===== src/rtl/mem_request_queue.sv =====
// mem_request_queue: in-order load/store queue feeding memory_unit.
// Buffers up to DEPTH requests, issues one per launch on mem_isld/mem_isst,
// captures mem_ldresult LD_LATENCY cycles after a load launch and returns it
// with its tag on the wb_* port. Malformed requests (isld==isst) are dropped.
// Optional feature: define STORE_FWD_EN to forward queued store data to a
// younger load at the same address through a one-entry forward buffer.
module mem_request_queue #(
  parameter int DEPTH      = 4,
  parameter int ADDR_W     = 16,
  parameter int DATA_W     = 16,
  parameter int TAG_W      = 4,
  parameter int LD_LATENCY = 1
) (
  input  logic                     clk,
  input  logic                     rst_n,
  input  logic                     in_valid,
  output logic                     in_ready,
  input  logic                     in_isld,
  input  logic                     in_isst,
  input  logic [ADDR_W-1:0]        in_addr,
  input  logic [DATA_W-1:0]        in_data,
  input  logic [TAG_W-1:0]         in_tag,
  output logic                     mem_isld,
  output logic                     mem_isst,
  output logic [ADDR_W-1:0]        mem_addr,
  output logic [DATA_W-1:0]        mem_wdata,
  input  logic [DATA_W-1:0]        mem_ldresult,
  output logic                     wb_valid,
  output logic [TAG_W-1:0]         wb_tag,
  output logic [DATA_W-1:0]        wb_data,
  output logic [$clog2(DEPTH):0]   count
);

  localparam int PW  = $clog2(DEPTH);
  localparam int CW  = PW + 1;
  localparam int LCW = (LD_LATENCY > 1) ? $clog2(LD_LATENCY) : 1;

  typedef enum logic [1:0] {IDLE, ISSUE, WAIT} state_t;

  state_t state, state_nx;

  logic              q_isld [DEPTH];
  logic [ADDR_W-1:0] q_addr [DEPTH];
  logic [DATA_W-1:0] q_data [DEPTH];
  logic [TAG_W-1:0]  q_tag  [DEPTH];

  logic [PW-1:0]    wr_ptr, rd_ptr;
  logic [LCW-1:0]   lat_cnt;
  logic [TAG_W-1:0] iss_tag;
  logic             enq, pop, ld_done;

`ifdef STORE_FWD_EN
  logic              fwd_full, fwd_match, fwd_hit;
  logic [TAG_W-1:0]  fwd_tag;
  logic [DATA_W-1:0] fwd_data, fwd_sel;
  logic [PW-1:0]     fwd_idx;

  // Find the youngest unissued store whose address matches the incoming load.
  always_comb begin
    fwd_match = 1'b0;
    fwd_sel   = '0;
    fwd_idx   = '0;
    for (int unsigned i = 0; i < DEPTH; i++) begin
      fwd_idx = rd_ptr + PW'(i);
      if ((CW'(i) < count) && !q_isld[fwd_idx] && (q_addr[fwd_idx] == in_addr)) begin
        fwd_match = 1'b1;
        fwd_sel   = q_data[fwd_idx];
      end
    end
  end

  // Accept/enqueue decisions; forwarded loads bypass the queue entirely.
  always_comb begin
    in_ready = (count < CW'(DEPTH)) && !fwd_full;
    fwd_hit  = in_valid && in_ready && in_isld && !in_isst && fwd_match;
    enq      = in_valid && in_ready && (in_isld ^ in_isst) && !fwd_hit;
  end
`else
  // Accept/enqueue decisions; malformed requests are accepted but dropped.
  always_comb begin
    in_ready = (count < CW'(DEPTH));
    enq      = in_valid && in_ready && (in_isld ^ in_isst);
  end
`endif

  // FSM state register.
  always_ff @(posedge clk) begin
    if (!rst_n) state <= IDLE;
    else        state <= state_nx;
  end

  // FSM next state: launch from IDLE, hold off further issue while a load is outstanding.
  always_comb begin
    state_nx = state;
    unique case (state)
      IDLE:    if (count != '0) state_nx = ISSUE;
      ISSUE:   state_nx = mem_isld ? WAIT : IDLE;
      WAIT:    if (lat_cnt == '0) state_nx = IDLE;
      default: state_nx = IDLE;
    endcase
  end

  // FSM outputs: queue pop on launch, load-result capture strobe.
  always_comb begin
    pop     = (state == IDLE) && (count != '0);
    ld_done = (state == WAIT) && (lat_cnt == '0);
  end

  // Queue storage, pointers, registered memory interface and writeback.
  always_ff @(posedge clk) begin
    if (!rst_n) begin
      wr_ptr    <= '0;
      rd_ptr    <= '0;
      count     <= '0;
      mem_isld  <= 1'b0;
      mem_isst  <= 1'b0;
      mem_addr  <= '0;
      mem_wdata <= '0;
      iss_tag   <= '0;
      lat_cnt   <= '0;
      wb_valid  <= 1'b0;
      wb_tag    <= '0;
      wb_data   <= '0;
`ifdef STORE_FWD_EN
      fwd_full  <= 1'b0;
      fwd_tag   <= '0;
      fwd_data  <= '0;
`endif
    end else begin
      if (enq) begin
        q_isld[wr_ptr] <= in_isld;
        q_addr[wr_ptr] <= in_addr;
        q_data[wr_ptr] <= in_data;
        q_tag[wr_ptr]  <= in_tag;
        wr_ptr         <= wr_ptr + PW'(1);
      end

      if (pop) begin
        mem_isld  <= q_isld[rd_ptr];
        mem_isst  <= !q_isld[rd_ptr];
        mem_addr  <= q_addr[rd_ptr];
        mem_wdata <= q_data[rd_ptr];
        iss_tag   <= q_tag[rd_ptr];
        rd_ptr    <= rd_ptr + PW'(1);
      end else begin
        mem_isld <= 1'b0;
        mem_isst <= 1'b0;
      end

      case ({enq, pop})
        2'b10:   count <= count + CW'(1);
        2'b01:   count <= count - CW'(1);
        default: ;
      endcase

      if (state == ISSUE)
        lat_cnt <= LCW'(LD_LATENCY - 1);
      else if ((state == WAIT) && (lat_cnt != '0))
        lat_cnt <= lat_cnt - LCW'(1);

      wb_valid <= 1'b0;
      if (ld_done) begin
        wb_valid <= 1'b1;
        wb_tag   <= iss_tag;
        wb_data  <= mem_ldresult;
      end
`ifdef STORE_FWD_EN
      // Memory return owns the wb port on a tie; the forward buffer waits a cycle.
      else if (fwd_full) begin
        wb_valid <= 1'b1;
        wb_tag   <= fwd_tag;
        wb_data  <= fwd_data;
        fwd_full <= 1'b0;
      end
      if (fwd_hit) begin
        fwd_full <= 1'b1;
        fwd_tag  <= in_tag;
        fwd_data <= fwd_sel;
      end
`endif
    end
  end

endmodule

===== config.mk =====
export PLATFORM = sky130hd
export DESIGN_NAME = mem_request_queue
export DESIGN_NICKNAME = d
export VERILOG_FILES = /design/src/rtl/mem_request_queue.sv
export SDC_FILE = /design/constraint.sdc
export NUM_CORES = 1
export LEC_CHECK = 0
export BUFFER_PORTS_ARGS = -buffer_cell sky130_fd_sc_hd__buf_4
export CAP_MARGIN = 20
export CORE_MARGIN = 5
export CORE_UTILIZATION = 25
export CTS_BUF_LIST = sky130_fd_sc_hd__clkbuf_8
export CTS_CLUSTER_DIAMETER = 30
export DETAILED_ROUTE_END_ITERATION = 6
export RECOVER_POWER = 25
export SLEW_MARGIN = 20
export SYNTH_ARGS = -nofsm -noshare
export SYNTH_HDL_FRONTEND = slang
export SYNTH_SLANG_ARGS = --single-unit

===== constraint.sdc =====
create_clock -name clk -period 2.75 [get_ports clk]
set_input_delay 0.825 -clock clk [delete_from_list [all_inputs] [get_ports clk]]
set_output_delay 0.825 -clock clk [all_outputs]
set_load 0.005 [all_outputs]

# ---- Yosys cells after proc, flatten, opt, wreduce, memory -nomap -nowiden
# Memories as Yosys holds them, arrays and structs flattened. A register that Yosys moved wholly into a read port is not among the register bits.
# Cells that the tools add are included.
dict set report totals {
  latchBits 0
  ram_bits 148
  inputBits 57
  word_cells 55
  romBits 0
  out_inout_bits 59
  reg_bits 33
  mem_count 4
}
# name depth word_bits read_ports rd_clocked_by_memory_dff write_ports line_no
set mem_list {}
lappend mem_list {q_addr 4 16 1 1 1 43} ;# logic [ADDR_W-1:0] q_addr [DEPTH];
lappend mem_list {q_data 4 16 1 1 1 44} ;# logic [DATA_W-1:0] q_data [DEPTH];
lappend mem_list {q_tag 4 4 1 1 1 45} ;# logic [TAG_W-1:0] q_tag [DEPTH];
lappend mem_list {q_isld 4 1 1 1 1 42} ;# logic q_isld [DEPTH];
dict set report op_classes {
  eq_ne 6
  n_mux 11
  n_reduce_logical 15
  bitwise_logic 3
  n_lt_le_gt_ge 1
  shifts 0
  div 0
  mul 0
  add_sub_neg 5
}
# op count
set op_table {}
lappend op_table {{$mux W2} 5}
lappend op_table {{$pmux W2 S3} 1}
lappend op_table {{$pmux W3 S2} 1}
lappend op_table {{$logic_and A1 B1 Y1} 5}
lappend op_table {{$add A2 B1 Y2 const B} 2}
lappend op_table {{$eq A2 B1 Y1 const B} 2}
lappend op_table {{$eq A2 B2 Y1 const B} 2}
lappend op_table {{$logic_not A1 Y1} 4}
lappend op_table {{$mux W1} 4}
lappend op_table {{$reduce_and A2 Y1} 2}
lappend op_table {{$add A3 B1 Y3 const B} 1}
lappend op_table {{$lt A3 B3 Y1 const B} 1}
lappend op_table {{$reduce_bool A3 Y1} 1}
lappend op_table {{$sub A3 B1 Y3 const B} 1}
lappend op_table {{$logic_not A2 Y1} 1}
lappend op_table {{$ne A2 B1 Y1 const B} 1}
lappend op_table {{$ne A2 B2 Y1 const B} 1}
lappend op_table {{$not A1 Y1} 2}
lappend op_table {{$reduce_bool A2 Y1} 1}
lappend op_table {{$reduce_or A2 Y1} 1}
lappend op_table {{$sub A1 B1 Y1 const B} 1}
lappend op_table {{$xor A1 B1 Y1} 1}

# ---- Logic depth before layout (Yosys ltp)
# Gate-level depths: netlist of run 1.
dict set report logic_depth {
  ltp_word 6
  depth_mapped 9
}

# ---- Worst setup path before layout of run 1
# No wires, ideal clock.
dict set report synth_timing {
  path_kind {input to register}
  startpoint {input port in_isld}
  endpoint {memory q_addr[0][0], enable pin}
  setup_time_ns 0.398
  required_ns 2.352
  n_path_buf 0
  slack_ns 0.251
  path_stages 3
  arrival_time_ns 2.101
  cell_sequence {xnor2_1 nor2_1 and3_1}
}
dict set report synth_between {
  elab_chain_len 5
}
# element line_no
set synth_lines {}
lappend synth_lines {{from (decl)} 18} ;# input logic in_isld,
lappend synth_lines {{$xor A1 B1 Y1} 82} ;# enq = in_valid && in_ready && (in_isld ^ in_isst);
lappend synth_lines {{$logic_and A1 B1 Y1} 82}
lappend synth_lines {{$mux W1} 130} ;# if (enq) begin
lappend synth_lines {{$mux W1} 111} ;# if (!rst_n) begin
lappend synth_lines {{$mux W1 (implied by the code)} 132} ;# q_addr[wr_ptr] <= in_addr;
lappend synth_lines {{to (decl)} 43}
# No other way between the ends.

# ---- Final worst setup path of run 1
dict set report layout_timing {
  startpoint {input port in_isld}
  endpoint {register count[2]}
}
dict set report layout_between {
  elab_chain_len 4
}
# element line_no
set layout_lines {}
lappend layout_lines {{$xor A1 B1 Y1 *} 82}
lappend layout_lines {{$logic_and A1 B1 Y1 *} 82}
lappend layout_lines {{$eq A2 B1 Y1 / $eq A2 B2 Y1 (equally long branches)} 150} ;# case ({enq, pop})
lappend layout_lines {{$pmux W3 S2 / $reduce_bool A2 Y1 (equally long branches)} --}
lappend layout_lines {{to (signal assigned)} 151} ;# 2'b10: count <= count + CW'(1);
lappend layout_lines {{to (signal assigned)} 152} ;# 2'b01: count <= count - CW'(1);
lappend layout_lines {{to (decl)} 31} ;# output logic [$clog2(DEPTH):0] count
# Mark *: on every way between the ends. The rest lies on a longest branch, timed or not.
# A chain may end at the register's enable or synchronous reset.

==> flow_summary.json, run 1 <==
{
  "vias": 4325,
  "status": "completed",
  "setup_violations": 0,
  "globalRouteTotalUtil_pct": 9.71,
  "synth_area_leader_cell": "edfxtp_1",
  "cts_setup_buffers": 0,
  "start_kind": "input port",
  "p_leak_nw": 3.55,
  "rsz0062_at_grt": "false",
  "detail_route.wl_per_cell_um": 17.0,
  "mostFrequentLayoutCells": "edfxtp_1 (148), buf_4 (87), dfxtp_1 (69)",
  "nNetsFinal": 647,
  "synthesis.area_um2": 7860,
  "crit_fanout": 6,
  "wirelength_um": 17400,
  "final-max-slew-violation-count": 0,
  "fin_crit_sh_pct": 79.0,
  "yosysSeqAreaShare_pct": 74.6,
  "end_kind": "register",
  "cts.htree.levels": 2,
  "viasPerCell": 4.23,
  "ir_worst_vdd_v": 0.000469,
  "max_slew_margin_pct": 44.5,
  "tightest_slew_ns": 0.832,
  "cts_sinks": 219,
  "grt_max_degree": 40,
  "clkLatencyLatePin_ns": 0.54,
  "gp_congestion": 0.700,
  "syn_nets": 501,
  "crit_top_cell": "inv_1",
  "drive_above_1_share_pct": 34.6,
  "drt_first_pass_iters": 6,
  "dp_hpwl_um": 9880,
  "maxCapViolCount": 0,
  "fmax_mhz": 460,
  "die_h_um": 187,
  "postCtsHoldBufs": 0,
  "cts_buffer_depth": 3,
  "final_common_cell": "edfxtp_1",
  "cts-root-buf": "clkbuf_8",
  "slowest_delay_ns": 0.38,
  "synth_top_area_share_pct": 56.5,
  "arrival_ns": 2.62,
  "fill_cells": 3058,
  "clkTransAtPathRegs_ns": 0.05,
  "synthesis.instances": 438,
  "syn_to_final_growth_pct": 28.9,
  "r2r_end": "count[2]$_SDFFE_PN0P_",
  "setup-tns-final_ns": 0,
  "numPortBuffers": 115,
  "cts_tree": "yes",
  "crit_type": "in2reg",
  "yosysWarnings": 0,
  "regToRegSetupSlack_ns": 0.64,
  "crit_chain": "buf_4, xnor2_1, nor2_1, inv_1, ha_1, inv_1, fa_1, xor2_1, or3_1, a21oi_1",
  "avgSynthCellArea_um2": 17.9,
  "cp.required_ns": 3.20,
  "drtIter0Drc": 138,
  "hold_start": "wb_data[0]$_SDFFE_PN0P_",
  "cp_slowest_cell": "fa_1",
  "r2r_cells": 9,
  "grt_pass1_vias": 4610,
  "ys_dominant_reg_cell": "edfxtp_1",
  "min_period_ns": 2.17,
  "num_antenna_cells": 0,
  "ios": 116,
  "synth-seq-cells": 219,
  "num_rows": 65,
  "yosysUniqueCellTypes": 37,
  "p_total_mw": 9.54,
  "dieArea_um2": 35100,
  "cellPowerDensity_nw_per_um2": 942,
  "grt_pass1_wl_um": 26900,
  "holdCritPathClass": "reg2reg",
  "antenna_found_initial": 0,
  "grt_overflow": 0,
  "hold_viol": 0,
  "synth-edff-count": 148,
  "min_path_cells": 2,
  "die_w_um": 187,
  "synth_async_sr_flop_share_pct": 0,
  "remaining_drc_errors": 0,
  "ys_top_cells_by_area": "edfxtp_1 (57%), dfxtp_1 (18%), mux4_2 (10%), a22o_1 (4.0%), nand2_1 (2.0%)",
  "ctsResizeCount": 0,
  "initial_utilization_pct": 25.1,
  "finalClockSkew_ns": 0.0198,
  "hold_path_end": "wb_data[0]$_SDFFE_PN0P_",
  "regToRegStartpoint": "count[2]$_SDFFE_PN0P_",
  "cts_buffers": 46,
  "coreArea_um2": 31300,
  "ant_nets": 0
}
-- cells in the mapped netlist, types with 2 or more instances --
library cell	number
mux4_2	35
edfxtp_1	148
nor3_1	2
buf_4	2
a21oi_1	26
mux4_1	2
ha_1	5
clkbuf_1	7
nor2b_1	4
a22o_1	36
nand2_1	42
dfxtp_1	71
buf_6	5
nand3_1	2
and3_1	4
xor2_1	3
nor2_1	6
buf_2	10
o21ai_0	3
inv_1	7
nand2b_1	2
-- kinds of logic (layout without fill, tap and decap cells) --
kind of cell             count (synthesis)  count (layout)  share of synthesized area, %
AND/OR/NAND/NOR                         70              70                          4.39
adder cells (fa/ha/maj)                  6               6                          1.05
multiplexers                            38              38                          10.8
XOR/XNOR                                 4               4                         0.446
buffers and inverters                   33             216                          2.51
flip-flops                             219             219                          74.6
AO/OA/AOI/OAI                           68              68                          6.16
-- worst max path at each step --
stage	cells after the start	slack, ns	startpoint	to
floorplan	3	0.25	in_isld	q_addr[0][0]$_DFFE_PP_
global placement	10	0.11	in_isld	count[2]$_SDFFE_PN0P_
detailed placement	10	0.06	in_isld	count[2]$_SDFFE_PN0P_
CTS	10	0.62	in_isld	count[2]$_SDFFE_PN0P_
global route	10	0.45	in_isld	count[2]$_SDFFE_PN0P_
finish	10	0.58	in_isld	count[2]$_SDFFE_PN0P_
-- metal layers --
| layer | up-vias | track usage (%) | routed length, um |
|---|---|---|---|
| met5 | - | 0 | 0 |
| li1 | 2016 | - | - |
| met3 | 36 | 3.25 | 1180 |
| met1 | 2122 | 12.8 | 7940 |
| met2 | 151 | 15.3 | 7900 |
| met4 | 0 | 2.87 | 330 |
-- state kept, by name, summed over array words and instances, names as in the netlist, named ones only --
| register | flops |
|---|---|
| mem_wdata | 16 |
| lat_cnt | 1 |
| wb_data | 16 |
| q_isld | 4 |
| wr_ptr | 2 |
| wb_valid | 1 |
| q_tag | 16 |
| q_addr | 64 |
| iss_tag | 4 |
| count | 3 |
| mem_addr | 16 |
| wb_tag | 4 |
| mem_isld | 1 |
| rd_ptr | 2 |
| state | 2 |
| q_data | 64 |
| mem_isst | 1 |
-- layout make-up --
class / count / area [um2] / share of cell area, %
flip-flops and latches: 219 / 5870 / 57.9
well taps: 402 / 503 / 4.96
inverters: 8 / 30.0 / 0.296
clock buffers: 49 / 674 / 6.65
multi-input cells: 186 / 1810 / 17.9
clock inverters: 36 / 345 / 3.41
repair buffers: 123 / 902 / 8.90
-- critical path: cells and delay by family --
family | cells | cell delay (ns)
compound gates | 1 | 0.14
fa+ha+maj | 2 | 0.56
xor+xnor | 2 | 0.36
buf+inv | 3 | 0.28
simple gates | 2 | 0.44
-- per-stage QoR --
step	worst slack [ns]	hold WS, ns	instance area, um2	utilization (%)	std cells
6_report	0.578	0.451	10100	32.4	1023
5_1_grt	0.453	0.467	10100	32.4	1023
4_1_cts	0.623	0.440	10200	32.7	1023
3_5_place_dp	0.0598	0.447	9220	29.5	938
3_3_place_gp	0.114	0.443	9220	29.5	938
2_1_floorplan	0.251	0.432	7860	-	438
-- where the power goes --
group	leakage, nW	internal, mW	switching [mW]
Sequential	1.92	3.90	0.363
Combinational	1.09	0.919	0.668
Clock	0.548	2.25	1.44
Total	3.55	7.07	2.47
Note: power is estimated with default switching activity, not from simulation.
==> run 2: changes to the inputs <==
==> constraint.sdc (replaced) <==
create_clock -name clk -period 1.77 [get_ports clk]
set_input_delay 0.531 -clock clk [delete_from_list [all_inputs] [get_ports clk]]
set_output_delay 0.531 -clock clk [all_outputs]
set_load 0.005 [all_outputs]
==> run 2 against run 1 <==
Compared with the run above: the flow now finishes with violations (negative setup slack); sequential share of layout area decreased by 2.0 points; cell area increased by 3.7%; largest cell class unchanged; count of clock-buffer cells in the layout increased by 5; via count increased by 2.5%; critical path type is now reg2reg; combinational power increased by 79%; worst hold slack got worse by 0.26 ns; sequential power increased by 51%; worst setup slack got worse by 0.59 ns.
==> flow_summary.json, run 2 (synthesis results as in run 1) <==
{
  "place_ws_ns": -0.429,
  "regToRegSetupSlack_ns": -0.02,
  "viasPerCell": 4.20,
  "drtIter0Drc": 247,
  "die_h_um": 187,
  "slowest_delay_ns": 0.37,
  "gp_congestion": 0.708,
  "tightest_slew_ns": 0.366,
  "fin_ws_ns": -0.0162,
  "status": "finished, violations left",
  "p_leak_nw": 3.74,
  "drt_first_pass_iters": 4,
  "use_met3_pct": 3.21,
  "cts-root-buf": "clkbuf_8",
  "use_met1_pct": 12.2,
  "crit_type": "reg2reg",
  "fin_crit_sh_pct": 101,
  "dp_hpwl_um": 11000,
  "mostFrequentLayoutCells": "edfxtp_1 (148), buf_4 (110), dfxtp_1 (67)",
  "vias": 4435,
  "top_regs": "q_addr (64), q_data (64)",
  "violations": "negative setup slack",
  "nNetsFinal": 676,
  "arrival_ns": 2.25,
  "start_kind": "register",
  "holdWs_ns": 0.192,
  "wirelength_um": 17400,
  "numPortBuffers": 115,
  "end_kind": "register",
  "cts_tree": "yes",
  "final-max-slew-violation-count": 0,
  "min_period_ns": 1.79,
  "grt_pass1_vias": 4721,
  "grt_max_degree": 30,
  "dieArea_um2": 35100,
  "max_slew_margin_pct": 75.6,
  "rsz0062_at_grt": "true",
  "syn_to_final_growth_pct": 33.6,
  "grt_pass1_wl_um": 26700,
  "globalRouteTotalUtil_pct": 9.65,
  "ir_worst_vdd_v": 0.000752,
  "cts_buffers": 49,
  "cellPowerDensity_nw_per_um2": 1480,
  "final_common_cell": "edfxtp_1",
  "cts.htree.levels": 2,
  "setup_violations": 1,
  "cp_top_family": "simple AND/OR/NAND/NOR gates",
  "critPathBufInv": 2,
  "top_usage_layer": "met2",
  "antenna_found_initial": 2,
  "cp.required_ns": 2.23,
  "drive_above_1_share_pct": 39.3,
  "finalClockSkew_ns": 0.0429,
  "maxCapViolCount": 0,
  "coreArea_um2": 31300,
  "clkLatencyLatePin_ns": 0.57,
  "fmax_mhz": 560,
  "cts_sinks": 219,
  "num_rows": 65,
  "holdCritPathClass": "in2reg",
  "setup-tns-final_ns": -0.0162,
  "crit_fanout": 4,
  "initial_utilization_pct": 25.1,
  "cp_slowest_cell": "dfxtp_4",
  "crit_chain": "nand2b_4, nor2_2, inv_1, ha_2, inv_2, fa_2, xor2_1, or3_1, a21oi_2",
  "ios": 116,
  "met2_usage_pct": 15.4,
  "p_total_mw": 15.6,
  "clkTransAtPathRegs_ns": 0.05,
  "grt_overflow": 0,
  "ant_nets": 0,
  "die_w_um": 187,
  "detail_route.wl_per_cell_um": 16.5,
  "remaining_drc_errors": 0,
  "num_antenna_cells": 0,
  "hold_viol": 0,
  "cts_buffer_depth": 3,
  "fin_util_pct": 33.6
}
run 2: final cells by class:
cell class | instances | area [um2]
clock inverters | 38 | 384
clock buffers | 54 | 743
fillers | 2999 | 20800
multi-input cells | 186 | 1850
repair buffers | 149 | 1120
well taps | 402 | 503
inverters | 8 | 30.0
flip-flops and latches | 219 | 5880
run 2: path summary, 6_finish.rpt:
| check | to | cells past startpoint | startpoint |
|---|---|---|---|
| worst max-delay path | count[2]$_SDFFE_PN0P_ | 9 | count[2]$_SDFFE_PN0P_ |
| worst min-delay path | q_addr[1][5]$_DFFE_PP_ | 1 | in_addr[5] |
| worst max register to register | count[2]$_SDFFE_PN0P_ | 9 | count[2]$_SDFFE_PN0P_ |
| worst min register to register | wb_tag[3]$_SDFFE_PN0P_ | 2 | wb_tag[3]$_SDFFE_PN0P_ |
run 2: repair_timing:
action,in CTS,in global routing
buffers inserted,0,0
gates resized for setup,5,1
hold buffers,0,0
endpoints found under the setup margin,3,1
pin swaps,1,0
cloned,0,0
run 2: per-stage QoR:
| step | area (um2) | instances |
|---|---|---|
| floorplan | 7890 | 438 |
| global placement | 9470 | 964 |
| detailed placement | 9470 | 964 |
| CTS | 10600 | 1056 |
| global route | 10500 | 1056 |
| finish | 10500 | 1056 |
run 2: routing by layer:
| layer | up-vias | part of all wire, % |
|---|---|---|
| met3 | 41 | 6.9 |
| met4 | 4 | 2.2 |
| met2 | 144 | 47 |
| met5 | - | 0.20 |
| met1 | 2166 | 44 |
| li1 | 2080 | - |
run 2: worst register-to-register path, delay by kind of cell (launching register included):
family	cells	cell delay, ns
buffers and inverters	2	0.09
and+or+nand+nor	3	0.50
DFF	1	0.37
AOI/OAI and AO/OA	1	0.12
adders and majority gates	2	0.50
xor gates and xnor gates	1	0.15
run 2: report_power, final:
group | leakage (nW) | total (mW) | internal, mW | switching, mW
clock network | 0.590 | 6.25 | 3.79 | 2.46
logic | 1.23 | 2.85 | 1.63 | 1.22
registers | 1.92 | 6.45 | 6.06 | 0.386
